<file path="src/rtl/scan_pkg.sv">
// Shared constants and types for the scan master: default frame geometry,
// known chain addresses and the sequencer state encoding.
package scan_pkg;

  localparam int ADDR_W = 12;
  localparam int DATA_W = 160;

  localparam logic [ADDR_W-1:0] CHAIN_OSC        = 12'd1;
  localparam logic [ADDR_W-1:0] CHAIN_RF_ANLG    = 12'd2;
  localparam logic [ADDR_W-1:0] CHAIN_SUPPLY     = 12'd3;
  localparam logic [ADDR_W-1:0] CHAIN_RADAR      = 12'd4;
  localparam logic [ADDR_W-1:0] CHAIN_SENSOR_ADC = 12'd5;

  // DONE is the completion point; the sequencer passes through it on the
  // same edge it returns to IDLE, so it is never held as a registered state.
  typedef enum logic [2:0] {
    IDLE  = 3'd0,
    ADDR  = 3'd1,
    DATA  = 3'd2,
    LATCH = 3'd3,
    FLUSH = 3'd4,
    DONE  = 3'd5
  } state_e;

endpackage

</file>
<file path="src/rtl/scan_clk_gen.sv">
// Half-period timer and scan_clk toggle flop. rise_tick/fall_tick flag the
// clk edge on which scan_clk is about to rise/fall. en runs the timer; clr
// forces the counter and scan_clk low and wins over a pending toggle.
module scan_clk_gen #(
  parameter int CLK_DIV = 4
) (
  input  logic clk,
  input  logic reset_n,
  input  logic en,
  input  logic clr,
  output logic scan_clk,
  output logic rise_tick,
  output logic fall_tick
);

  localparam int CNT_W = (CLK_DIV > 1) ? $clog2(CLK_DIV) : 1;
  localparam logic [CNT_W-1:0] CNT_MAX = CNT_W'(CLK_DIV - 1);

  logic [CNT_W-1:0] cnt_q, cnt_d;
  logic             sclk_q, sclk_d;
  logic             tick;

  assign tick      = en && (cnt_q == CNT_MAX);
  assign rise_tick = tick && !sclk_q;
  assign fall_tick = tick && sclk_q;
  assign scan_clk  = sclk_q;

  // Next counter / scan_clk value: clear, toggle on terminal count, or count.
  always_comb begin
    cnt_d  = cnt_q;
    sclk_d = sclk_q;
    if (clr) begin
      cnt_d  = '0;
      sclk_d = 1'b0;
    end else if (tick) begin
      cnt_d  = '0;
      sclk_d = ~sclk_q;
    end else if (en) begin
      cnt_d = cnt_q + CNT_W'(1);
    end
  end

  // Timer and scan_clk registers.
  always_ff @(posedge clk or negedge reset_n) begin
    if (!reset_n) begin
      cnt_q  <= '0;
      sclk_q <= 1'b0;
    end else begin
      cnt_q  <= cnt_d;
      sclk_q <= sclk_d;
    end
  end

endmodule

</file>
<file path="src/rtl/scan_master.sv">
// Scan master: serialises {address, payload} MSB-first onto scan_in with
// scan_en high, drops scan_en to latch the chain, then gives one idle
// scan_clk pulse before reporting done.
// Optional readback (define SCAN_MASTER_READBACK_EN): scan_out is sampled on
// each scan_clk rise during DATA and presented on rd_data at done.
//
//   state | meaning
//   IDLE  | waiting for a request, req_ready high
//   ADDR  | shifting the chain address
//   DATA  | shifting the payload
//   LATCH | scan_en low, scan_clk low for one half period
//   FLUSH | single scan_clk pulse with scan_en low, then low half period
//   DONE  | completion point, merged with the return to IDLE
module scan_master #(
  parameter int ADDR_W  = scan_pkg::ADDR_W,
  parameter int DATA_W  = scan_pkg::DATA_W,
  parameter int CLK_DIV = 4
) (
  input  logic              clk,
  input  logic              reset_n,
  input  logic              req_valid,
  output logic              req_ready,
  input  logic [ADDR_W-1:0] req_addr,
  input  logic [DATA_W-1:0] req_data,
  output logic              busy,
  output logic              done,
  output logic [DATA_W-1:0] rd_data,
  output logic              scan_clk,
  output logic              scan_en,
  output logic              scan_in,
  input  logic              scan_out
);
  import scan_pkg::*;

  localparam int FRAME_W = ADDR_W + DATA_W;
  localparam int BIT_W   = $clog2(FRAME_W + 1);

  state_e             state_q, state_d;
  logic [BIT_W-1:0]   bit_cnt_q, bit_cnt_d;
  logic [FRAME_W-1:0] sreg_q, sreg_d;
  logic               scan_en_q, scan_en_d;
  logic               scan_in_q, scan_in_d;
  logic               busy_q, busy_d;
  logic               done_q, done_d;
  logic               gen_en, gen_clr, rise_tick, fall_tick;

  // The timer only runs while a frame is active and is parked low whenever
  // the next state is IDLE, which suppresses the rise after the flush pulse.
  assign gen_en  = (state_q != IDLE);
  assign gen_clr = (state_d == IDLE);

  scan_clk_gen #(.CLK_DIV(CLK_DIV)) u_clk_gen (
    .clk       (clk),
    .reset_n   (reset_n),
    .en        (gen_en),
    .clr       (gen_clr),
    .scan_clk  (scan_clk),
    .rise_tick (rise_tick),
    .fall_tick (fall_tick)
  );

  assign req_ready = (state_q == IDLE);
  assign busy      = busy_q;
  assign done      = done_q;
  assign scan_en   = scan_en_q;
  assign scan_in   = scan_in_q;

  // Next-state and scan output logic; new bits are presented on scan_clk falls.
  always_comb begin
    state_d   = state_q;
    bit_cnt_d = bit_cnt_q;
    sreg_d    = sreg_q;
    scan_en_d = scan_en_q;
    scan_in_d = scan_in_q;
    busy_d    = busy_q;
    done_d    = 1'b0;
    case (state_q)
      IDLE: begin
        if (req_valid) begin
          state_d   = ADDR;
          bit_cnt_d = '0;
          sreg_d    = {req_addr, req_data};
          scan_en_d = 1'b1;
          scan_in_d = req_addr[ADDR_W-1];
          busy_d    = 1'b1;
        end
      end
      ADDR: begin
        if (fall_tick) begin
          sreg_d    = sreg_q << 1;
          scan_in_d = sreg_q[FRAME_W-2];
          if (bit_cnt_q == BIT_W'(ADDR_W - 1)) begin
            state_d   = DATA;
            bit_cnt_d = '0;
          end else begin
            bit_cnt_d = bit_cnt_q + BIT_W'(1);
          end
        end
      end
      DATA: begin
        if (fall_tick) begin
          if (bit_cnt_q == BIT_W'(DATA_W - 1)) begin
            state_d   = LATCH;
            bit_cnt_d = '0;
            scan_en_d = 1'b0;
            scan_in_d = 1'b0;
          end else begin
            sreg_d    = sreg_q << 1;
            scan_in_d = sreg_q[FRAME_W-2];
            bit_cnt_d = bit_cnt_q + BIT_W'(1);
          end
        end
      end
      LATCH: begin
        if (rise_tick) begin
          state_d   = FLUSH;
          bit_cnt_d = '0;
        end
      end
      FLUSH: begin
        // The flush pulse's own fall is ignored; the next timer expiry ends the frame.
        if (rise_tick) begin
          state_d   = IDLE;
          bit_cnt_d = '0;
          busy_d    = 1'b0;
          done_d    = 1'b1;
        end
      end
      DONE: begin
        state_d = IDLE;
        busy_d  = 1'b0;
      end
      default: begin
        state_d = IDLE;
        busy_d  = 1'b0;
      end
    endcase
  end

  // Sequencer and scan output registers.
  always_ff @(posedge clk or negedge reset_n) begin
    if (!reset_n) begin
      state_q   <= IDLE;
      bit_cnt_q <= '0;
      sreg_q    <= '0;
      scan_en_q <= 1'b0;
      scan_in_q <= 1'b0;
      busy_q    <= 1'b0;
      done_q    <= 1'b0;
    end else begin
      state_q   <= state_d;
      bit_cnt_q <= bit_cnt_d;
      sreg_q    <= sreg_d;
      scan_en_q <= scan_en_d;
      scan_in_q <= scan_in_d;
      busy_q    <= busy_d;
      done_q    <= done_d;
    end
  end

`ifdef SCAN_MASTER_READBACK_EN
  logic [DATA_W-1:0] rd_sh_q, rd_sh_d;
  logic [DATA_W-1:0] rd_data_q, rd_data_d;

  assign rd_data = rd_data_q;

  // Capture scan_out on DATA rises; publish the full word only at completion.
  always_comb begin
    rd_sh_d   = rd_sh_q;
    rd_data_d = rd_data_q;
    if (state_q == IDLE && req_valid) begin
      rd_sh_d = '0;
    end else if (state_q == DATA && rise_tick) begin
      rd_sh_d = {rd_sh_q[DATA_W-2:0], scan_out};
    end
    if (done_d) begin
      rd_data_d = rd_sh_q;
    end
  end

  // Readback shift and holding registers.
  always_ff @(posedge clk or negedge reset_n) begin
    if (!reset_n) begin
      rd_sh_q   <= '0;
      rd_data_q <= '0;
    end else begin
      rd_sh_q   <= rd_sh_d;
      rd_data_q <= rd_data_d;
    end
  end
`else
  logic unused_scan_out;

  assign unused_scan_out = scan_out;
  assign rd_data         = '0;
`endif

endmodule
</file>
<file path="config.mk">
export PLATFORM = sky130hd
export DESIGN_NAME = scan_master
export DESIGN_NICKNAME = d
export VERILOG_FILES = /design/src/rtl/scan_pkg.sv /design/src/rtl/scan_clk_gen.sv /design/src/rtl/scan_master.sv
export SDC_FILE = /design/constraint.sdc
export NUM_CORES = 1
export LEC_CHECK = 0
export CAP_MARGIN = 20
export CORE_UTILIZATION = 30
export CTS_CLUSTER_SIZE = 25
export DETAILED_ROUTE_END_ITERATION = 8
export DONT_BUFFER_PORTS = 1
export SLEW_MARGIN = 10
export SYNTH_ARGS = -nofsm -noshare
export SYNTH_HDL_FRONTEND = slang
export SYNTH_SLANG_ARGS = --single-unit
</file>
<file path="constraint.sdc">
create_clock -name clk -period 4.95 [get_ports clk]
set_input_delay 0.99 -clock clk [delete_from_list [all_inputs] [get_ports clk]]
set_output_delay 0.99 -clock clk [all_outputs]
set_load 0.005 [all_outputs]
</file>
==> results of run 1 <==
kinds of logic after synthesis:
kind of cell    share of synthesized area [%]
compound gates                          10.95
xor+xnor                               0.1723
fa+ha+maj                              0.2460
buf+inv                                 15.73
flops                                   46.50
mux                                     16.83
other cells                           0.03687
simple gates                            9.534
per-stage QoR:
step | setup WS [ns] | instance area (µm²) | util [%]
floorplan | 2.818 | 10770 | -
global placement | 2.467 | 9823 | 29.37
detailed placement | 2.385 | 9823 | 29.37
CTS | 2.254 | 10400 | 31.09
global route | 2.176 | 10400 | 31.09
finish | 2.313 | 10400 | 31.09
cell usage in the layout (no fill, tap or decap), types with 2 or more instances in the layout:
| cell type | Yosys | routed |
|---|---|---|
| a2bb2oi_1 | 5 | 5 |
| nand3_1 | 8 | 8 |
| inv_6 | 0 | 5 |
| nor3b_2 | 2 | 2 |
| inv_8 | 0 | 2 |
| mux2i_1 | 171 | 171 |
| buf_12 | 0 | 4 |
| clkinv_4 | 0 | 3 |
| a21oi_1 | 7 | 7 |
| o31ai_1 | 3 | 3 |
| clkbuf_16 | 0 | 17 |
| nand2_1 | 187 | 187 |
| nor3_1 | 3 | 3 |
| o21a_1 | 2 | 2 |
| nand2b_1 | 7 | 7 |
| nor2_1 | 8 | 8 |
| o21ai_0 | 111 | 111 |
| inv_1 | 2 | 2 |
| o21ai_1 | 69 | 69 |
| ha_1 | 2 | 2 |
| conb_1 | 1 | 160 |
| dfrtp_1 | 189 | 189 |
| and3_1 | 3 | 3 |
path summary, 6_finish.rpt:
path / from / cells after the start / slack (ns) / to
worst max-delay path: state_q[0] / 1 / 2.31 / req_ready
worst min-delay path: reset_n / 0 / 0.24 / sreg_q[21]
worst max register to register: state_q[0] / 5 / 2.58 / bit_cnt_q[7]
worst min register to register: sreg_q[129] / 2 / 0.48 / sreg_q[129]
max in group asynchronous: reset_n / 0 / 4.45 / bit_cnt_q[7]
min in group clk: sreg_q[129] / 2 / 0.48 / sreg_q[129]
state kept, by name, indices dropped and copies added (netlist names):
register and cells:
u_clk_gen.scan_clk 1, scan_en 1, u_clk_gen.cnt_q 2, scan_in 1, bit_cnt_q 8, busy 1
state_q 3, sreg_q 171, done 1
area by class of cell:
cell class | instances | area [µm²]
Sequential cell | 189 | 4730
Multi-Input combinational cell | 772 | 4438
Timing Repair Buffer | 5 | 87.58
Inverter | 2 | 7.507
Clock buffer | 17 | 425.4
Clock inverter | 14 | 151.4
Fill cell | 3459 | 23050
Tap cell | 448 | 560.5
power breakdown:
group / leakage [nW] / internal (mW) / switching (mW)
sequential: 2.59 / 1.54 / 0
clock: 0.282 / 0.712 / 0.674
combinational: 1.20 / 0.00341 / 0.0282
metal layers:
metal / vias up / share of wire (%) / global-route usage [%]
met1: 2921 / 45 / 14.19
li1: 3087 / - / -
met4: 0 / 1.3 / 4.131
met3: 14 / 9.6 / 5.160
met5: - / 0 / 0
met2: 211 / 44 / 16.45
worst register-to-register path: cells and delay by family (launching register included):
family | cells | cell delay [ns]
AO/OA/AOI/OAI | 3 | 1.01
AND/OR/NAND/NOR | 1 | 0.30
XOR/XNOR | 1 | 0.38
flip-flops | 1 | 0.55
==> flow_metrics.env, run 1 <==
export IMPL_tns_ns=0
export IMPL_place_gp_congestion=0.7193
export IMPL_cts_made_buffers=17
export IMPL_dp_cells=1416
export IMPL_async_flop_share_pct=100.0
export IMPL_outcome="completed"
export IMPL_cpMaxStageDelayCell="nor3_1"
export IMPL_p_leak_nw=4.075
export IMPL_synthCells=1025
export IMPL_netlist_area_um2=10170
export IMPL_synth_area_top_cells="dfrtp_1, mux2i_1, buf_4, nand2_1, o21ai_0"
export IMPL_synthDistinctLibCells=48
export IMPL_drive_above_1_share_pct=4.204
export IMPL_maxCapViolCount=0
export IMPL_synth_avg_cell_area_um2=9.923
export IMPL_synth_top_cell_area_share_pct=46.50
export IMPL_rsz0062_at_grt="false"
export IMPL_final_antenna_net_count=0
export IMPL_grt_pass1_wl_mm=29.81
export IMPL_chipWidth_um=186.1
export IMPL_hold_class="in -> async"
export IMPL_fmax_mhz=379.3
export IMPL_drt_iter0_markers=249
export IMPL_cp_end_kind="primary output"
export IMPL_cpPeakStageDelay_ns=0.65
export IMPL_dp_hpwl_mm=12.82
export IMPL_cts_resized=0
export IMPL_layout_nets=1165
export IMPL_instances_no_fill=1447
export IMPL_drc=0
export IMPL_place_port_buffers=0
export IMPL_min_period_ns=2.637
export IMPL_drt_pass1_iterations=4
export IMPL_syn_to_final_growth_pct=2.251
export IMPL_cts_tree="built"
export IMPL_cp_start_kind="flip-flop"
export IMPL_viasPerCell=4.308
export IMPL_grt_pass1_vias=5593
export IMPL_core_um2=33450
export IMPL_hold_viol=0
export IMPL_synthFlopType="dfrtp_1"
export IMPL_final_max_slew_viol_count=0
export IMPL_grt_max_degree=190
export IMPL_htree_levels=4
export IMPL_totalPowerFinal_mw=2.960
export IMPL_ios=342
export IMPL_path_clk_slew_ns=0.08
export IMPL_final_setup_viol_count=0
export IMPL_yosys_area_top_type="dfrtp_1"
export IMPL_start_util_pct=30.41
export IMPL_slew_headroom_pct=39.44
export IMPL_synth_seq_cells=189
export IMPL_antenna_found_initial=0
export IMPL_ys_seq_area_share_pct=46.50
export IMPL_synth_edf_count=0
export IMPL_crit_arrival_ns=1.65
export IMPL_power_density_nw_per_um2=284.6
export IMPL_die_area_um2=34640
export IMPL_via_count=6233
export IMPL_fin_crit_sh_pct=53.27
export IMPL_postCtsSetupBuffers=0
export IMPL_crit_family="simple AND/OR/NAND/NOR gates"
export IMPL_post_drt_wl_per_cell_um=13.34
export IMPL_grt_overflow_total=0
export IMPL_antenna_cells=0
export IMPL_routed_wl_mm=19.31
export IMPL_grtUsageTotal_pct=11.16
export IMPL_synth_most_common_cell="dfrtp_1"
export IMPL_critPathKind="reg -> out"
export IMPL_tightest_slew_ns=0.9084
export IMPL_die_y_um=186.1
export IMPL_clock_root_buffer="clkbuf_16"
export IMPL_cp_required_ns=3.96
export IMPL_clock_path_buffers=2
export IMPL_cp_max_fo=16
export IMPL_critPathBufInv=0
export IMPL_synth_commonest_cells="dfrtp_1, nand2_1, mux2i_1, buf_4, o21ai_0"
export IMPL_ir_worst_vdd_mv=0.2342
export IMPL_hold_buffers=0
export IMPL_clock_sinks=189
export IMPL_ys_warnings_count=0
export IMPL_cp_cell_sequence="nor3_1"
export IMPL_timing_hold_ws_ns=0.2438
export IMPL_num_rows=67
export IMPL_skew_ns=0.01758
export IMPL_clkLatencyLatePin_ns=0.45
(Power assumes the default switching activity.)
==> run 2: changes to the inputs <==
==> constraint.sdc (replaced) <==
create_clock -name clk -period 2.44 [get_ports clk]
set_input_delay 0.488 -clock clk [delete_from_list [all_inputs] [get_ports clk]]
set_output_delay 0.488 -clock clk [all_outputs]
set_load 0.005 [all_outputs]
==> flow_metrics.env, run 2 (synthesis results as in run 1) <==
export IMPL_fin_crit_sh_pct=87.46
export IMPL_mostFrequentLayoutCell="dfrtp_1"
export IMPL_cp_num_cells=2
export IMPL_dp_slack_ns=0.3697
export IMPL_ios=342
export IMPL_clkLatencyLatePin_ns=0.44
export IMPL_drc=0
export IMPL_r2r_start="bit_cnt_q[0]"
export IMPL_layout_common_cells="dfrtp_1, nand2_1, mux2i_1"
export IMPL_cpMaxStageDelayCell="nor3_1"
export IMPL_place_gp_congestion=0.7281
export IMPL_cp_start_kind="flip-flop"
export IMPL_clock_root_buffer="clkbuf_16"
export IMPL_start_util_pct=30.41
export IMPL_clock_path_buffers=2
export IMPL_critPathBufInv=1
export IMPL_top_register="sreg_q"
export IMPL_chipWidth_um=186.1
export IMPL_core_um2=33450
export IMPL_skew_ns=0.01052
export IMPL_seqCellArea_um2=4730
export IMPL_cp_cell_sequence="buf_4 > nor3_1"
export IMPL_cpPeakStageDelay_ns=0.53
export IMPL_hold_class="in -> async"
export IMPL_fillCellCount=3452
export IMPL_cp_end_kind="primary output"
export IMPL_multiInputGateArea_um2=4438
export IMPL_timing_hold_ws_ns=-0.2628
export IMPL_tns_ns=0
export IMPL_crit_arrival_ns=1.65
export IMPL_tightest_slew_ns=0.6088
export IMPL_place_port_buffers=0
export IMPL_syn_to_final_growth_pct=4.921
export IMPL_dp_hpwl_mm=13.49
export IMPL_grtUsageTotal_pct=11.45
export IMPL_critPathKind="reg -> out"
export IMPL_final_max_slew_viol_count=0
export IMPL_p_leak_nw=4.217
export IMPL_die_y_um=186.1
export IMPL_drt_iter0_markers=225
export IMPL_antenna_found_initial=0
export IMPL_post_drt_wl_per_cell_um=13.35
export IMPL_grt_pass1_vias=5654
export IMPL_die_area_um2=34640
export IMPL_grt_max_degree=190
export IMPL_layout_setup_ws_ns=0.3061
export IMPL_r2r_worst_path_cells=7
export IMPL_antenna_cells=0
export IMPL_cp_required_ns=1.95
export IMPL_clock_sinks=189
export IMPL_slew_headroom_pct=59.10
export IMPL_htree_levels=4
export IMPL_grt_pass1_wl_mm=30.58
export IMPL_layout_nets=1184
export IMPL_drive_above_1_share_pct=5.894
export IMPL_maxCapViolCount=0
export IMPL_fmax_mhz=468.6
export IMPL_cts_made_buffers=17
export IMPL_crit_family="simple AND/OR/NAND/NOR gates"
export IMPL_power_density_nw_per_um2=581.6
export IMPL_min_period_ns=2.134
export IMPL_postCtsSetupBuffers=0
export IMPL_viasPerCell=4.234
export IMPL_grt_overflow_total=0
export IMPL_final_antenna_net_count=0
export IMPL_crit_start="state_q[0]"
export IMPL_top_regs="sreg_q: 171 flops, bit_cnt_q: 8 flops, state_q: 3 flops"
export IMPL_path_clk_slew_ns=0.07
export IMPL_drt_pass1_iterations=4
export IMPL_largest_register_ffs=171
export IMPL_final_setup_viol_count=0
export IMPL_num_rows=67
export IMPL_routed_wl_mm=19.57
export IMPL_via_count=6207
export IMPL_violations="negative hold slack"
export IMPL_cts_resized=0
export IMPL_cts_tree="built"
export IMPL_ir_worst_vdd_mv=0.4541
export IMPL_rsz0062_at_grt="false"
export IMPL_outcome="finished, violations left"
export IMPL_hold_viol=189
export IMPL_cp_max_fo=9
[run 2: metal layers]
metal  track usage [%]  routed length, µm  vias up
met5                 0                  0        -
met4             3.607                203        0
met3             6.055               2009       12
met2             17.09               8836      196
met1             14.15               8518     2878
li1                  -                  -     3121
[run 2: report_power, final]
part / total [mW] / leakage, nW / switching, mW / internal, mW
combinational: 0.0643 / 1.33 / 0.0573 / 0.00692
sequential: 3.13 / 2.59 / 0 / 3.13
clock: 3.01 / 0.298 / 1.29 / 1.72
total: 6.21 / 4.22 / 1.35 / 4.86
[run 2: metrics by stage]
step | cells | power, mW | utilization (%) | area [µm²]
floorplan | 1184 | 3.439 | - | 10770
global placement | 1435 | 3.252 | 30.06 | 10050
detailed placement | 1435 | 3.252 | 30.06 | 10050
CTS | 1466 | 6.329 | 31.90 | 10670
global route | 1466 | 6.475 | 31.90 | 10670
finish | 1466 | 6.206 | 31.90 | 10670
[run 2: layout make-up]
class / count / share of cell area [%]
clock buffers: 18 / 4.022
repair buffers: 24 / 2.978
well taps: 448 / 5.253
clock inverters: 13 / 1.770
flip-flops and latches: 189 / 44.32
inverters: 2 / 0.07035
multi-input cells: 772 / 41.59
[run 2: path summary, 6_finish.rpt]
path                          endpoint  slack, ns
max in group asynchronous  sreg_q[101]       2.44
min                         sreg_q[21]      -0.26
max reg2reg                sreg_q[135]       0.39
min reg2reg                sreg_q[100]       0.48
min in group clk             sreg_q[0]       0.19
max                          req_ready       0.31
==> run 3: changes to the inputs <==
--- a/config.mk
+++ b/config.mk
@@ -10,7 +10,9 @@
 export CTS_CLUSTER_SIZE = 25
 export DETAILED_ROUTE_END_ITERATION = 8
 export DONT_BUFFER_PORTS = 1
+export PLACE_DENSITY = 0.51
 export SLEW_MARGIN = 10
 export SYNTH_ARGS = -nofsm -noshare
 export SYNTH_HDL_FRONTEND = slang
+export SYNTH_HIERARCHICAL = 1
 export SYNTH_SLANG_ARGS = --single-unit
==> flow_metrics.env, run 3 <==
export IMPL_cp_start_kind="flip-flop"
export IMPL_routed_wl_mm=20.83
export IMPL_timing_hold_ws_ns=-0.2634
export IMPL_fillCellCount=3574
export IMPL_num_rows=69
export IMPL_violations="negative hold slack"
export IMPL_path_clk_slew_ns=0.07
export IMPL_hold_class="in -> async"
export IMPL_die_y_um=194.1
export IMPL_async_flop_share_pct=100.0
export IMPL_grtUsageTotal_pct=11.17
export IMPL_netlist_area_um2=11070
export IMPL_fin_crit_sh_pct=93.38
export IMPL_top_register="sreg_q"
export IMPL_grt_overflow_total=0
export IMPL_top_regs="sreg_q: 171 flops, bit_cnt_q: 8 flops, state_q: 3 flops"
export IMPL_multiInputGateArea_um2=5425
export IMPL_crit_start="u_clk_gen/cnt_q[0]"
export IMPL_seqCellArea_um2=4730
export IMPL_dp_cells=1273
export IMPL_ios=342
export IMPL_synthCells=832
export IMPL_synth_area_top_cells="dfrtp_1, mux2_2, mux2_4, buf_4, mux2_1"
export IMPL_synthFlopType="dfrtp_1"
export IMPL_synth_seq_cells=189
export IMPL_synthAdderAreaFrac_pct=0.2260
export IMPL_synth_edf_count=0
export IMPL_outcome="finished, violations left"
export IMPL_drt_pass1_iterations=4
export IMPL_rsz0062_at_grt="false"
export IMPL_post_drt_wl_per_cell_um=15.94
export IMPL_synth_commonest_cells="dfrtp_1, mux2_2, buf_4, mux2_4, mux2_1"
export IMPL_place_port_buffers=0
export IMPL_maxCapViolCount=0
export IMPL_synth_compound_area_share_pct=2.453
export IMPL_cp_max_fo=56
export IMPL_combinationalPowerShare_pct=1.0
export IMPL_layout_common_cells="dfrtp_1, mux2_2, conb_1"
export IMPL_switchingPower_mw=1.351
export IMPL_synthMuxAreaShare_pct=38.14
export IMPL_skew_ns=0.01370
export IMPL_postCtsSetupBuffers=0
export IMPL_place_gp_congestion=0.7262
export IMPL_cp_end_kind="flip-flop"
export IMPL_synth_xor_area_share_pct=0.07911
export IMPL_chipWidth_um=194.1
export IMPL_synth_avg_cell_area_um2=13.31
export IMPL_p_seq_share_pct=50.3
export IMPL_die_area_um2=37670
export IMPL_ys_seq_area_share_pct=42.72
export IMPL_slew_headroom_pct=66.93
export IMPL_syn_to_final_growth_pct=5.764
export IMPL_core_um2=35910
export IMPL_r2r_start="u_clk_gen/cnt_q[0]"
export IMPL_swShare_pct=21.67
export IMPL_drt_iter0_markers=198
export IMPL_clock_path_buffers=2
export IMPL_drc=0
export IMPL_dp_hpwl_mm=13.92
export IMPL_fmax_mhz=438.9
export IMPL_yosys_area_top_type="dfrtp_1"
export IMPL_power_density_nw_per_um2=532.3
export IMPL_layout_nets=1009
export IMPL_grt_pass1_wl_mm=32.82
export IMPL_final_setup_viol_count=0
export IMPL_largest_register_ffs=171
export IMPL_htree_levels=4
export IMPL_viasPerCell=4.292
export IMPL_clkPwrFrac_pct=48.7
export IMPL_synth_top_cell_area_share_pct=42.72
export IMPL_start_util_pct=30.82
export IMPL_clock_sinks=189
export IMPL_mostFrequentLayoutCell="dfrtp_1"
export IMPL_clkLatencyLatePin_ns=0.45
export IMPL_crit_arrival_ns=2.60
export IMPL_drive_above_1_share_pct=39.26
export IMPL_critPathKind="reg -> reg"
export IMPL_grt_pass1_vias=5715
export IMPL_antenna_found_initial=4
export IMPL_clock_root_buffer="clkbuf_16"
export IMPL_ys_warnings_count=6
export IMPL_synth_top_family_by_area="multiplexers"
export IMPL_final_antenna_net_count=0
export IMPL_grt_max_degree=190
export IMPL_synth_most_common_cell="dfrtp_1"
export IMPL_internal_power_mw=4.882
export IMPL_cp_required_ns=2.77
export IMPL_via_count=5609
export IMPL_cts_made_buffers=17
export IMPL_ir_worst_vdd_mv=0.4617
export IMPL_hold_viol=189
export IMPL_instances_no_fill=1307
export IMPL_tightest_slew_ns=0.4923
export IMPL_synthDistinctLibCells=55
export IMPL_yosys_area_share_simple_pct=2.486
export IMPL_tns_ns=0
export IMPL_cts_tree="built"
export IMPL_final_max_slew_viol_count=0
export IMPL_min_period_ns=2.278
export IMPL_p_leak_nw=5.830
==> run 3: changes by cell type in the layout (fill, tap and decap cells not counted), moves of 5 or more <==
cell | previous run | this run
a2bb2oi_1 | 5 | 0
inv_1 | 2 | 11
mux2_1 | 0 | 78
mux2_2 | 0 | 173
mux2_4 | 0 | 91
mux2i_1 | 171 | 3
nand2_1 | 187 | 8
o21ai_0 | 111 | 2
o21ai_1 | 69 | 1
o221ai_1 | 1 | 7
==> run 3: power by group through the flow <==
| stage | logic (mW) | clock network, mW | registers (mW) |
|---|---|---|---|
| final | 0.0640 | 3.04 | 3.13 |
| after detailed placement | 0.0590 | 0 | 3.19 |
| after global routing | 0.0770 | 3.27 | 3.13 |
| after floorplan | 0.245 | 0 | 3.19 |
| after global placement | 0.0589 | 0 | 3.19 |
| after CTS | 0.0589 | 3.19 | 3.13 |
==> run 3: final cells by class <==
cell class,count,share of cell area [%]
clock buffers,18,3.751
clock inverters,13,1.603
well taps,461,4.926
repair buffers,23,2.543
diodes,3,0.06412
flip-flops and latches,189,40.39
multi-input cells,588,46.33
inverters,12,0.3847
==> run 3: cells by family after synthesis <==
logic type      after synthesis
mux                         345
buf+inv                     214
flops                       189
simple gates                 46
compound gates               34
fa+ha+maj                     2
other cells                   1
xor+xnor                      1
==> run 3: worst max-delay path, stage by stage, from the launching register on <==
cell and delay [ns]:
dfrtp_1 0.37, ha_1 0.21, and3_2 0.25, mux2i_1 0.10
o21ai_1 0.19, and3_4 0.29, buf_12 0.33, mux2_2 0.39
==> run 3: worst paths after layout <==
path	to	slack [ns]	depth (start not counted)
worst max-delay path	sreg_q[3]	0.16	7
worst min-delay path	sreg_q[46]	-0.26	0
worst max register to register	sreg_q[3]	0.16	7
worst min register to register	u_clk_gen/cnt_q[1]	0.49	1
max in group asynchronous	sreg_q[98]	2.27	0
min in group clk	scan_en	0.19	1
==> run 3: per-stage QoR <==
stage	cell area (µm²)	setup WS (ns)	total power [mW]	util (%)	hold slack [ns]
6_report	11710	0.1615	6.233	32.60	-0.2634
5_1_grt	11700	0.0006808	6.477	32.58	-0.3005
4_1_cts	11700	0.1475	6.378	32.57	-0.3022
3_5_place_dp	11070	0.1629	3.252	30.83	0.1979
3_3_place_gp	11070	0.1765	3.252	30.83	0.1966
2_1_floorplan	11670	0.1476	3.439	-	0.1924
==> run 3: what timing repair did <==
action	4_1_cts	5_1_grt
endpoints found under the hold margin	189	189
endpoints found under the setup margin	0	2
resized for setup	0	1
==> run 3: layer usage <==
metal,global-route usage [%],part of all wire (%)
met5,0,0.22
met1,14.64,47
met2,17.09,47
met4,3.880,1.2
met3,3.740,5.1
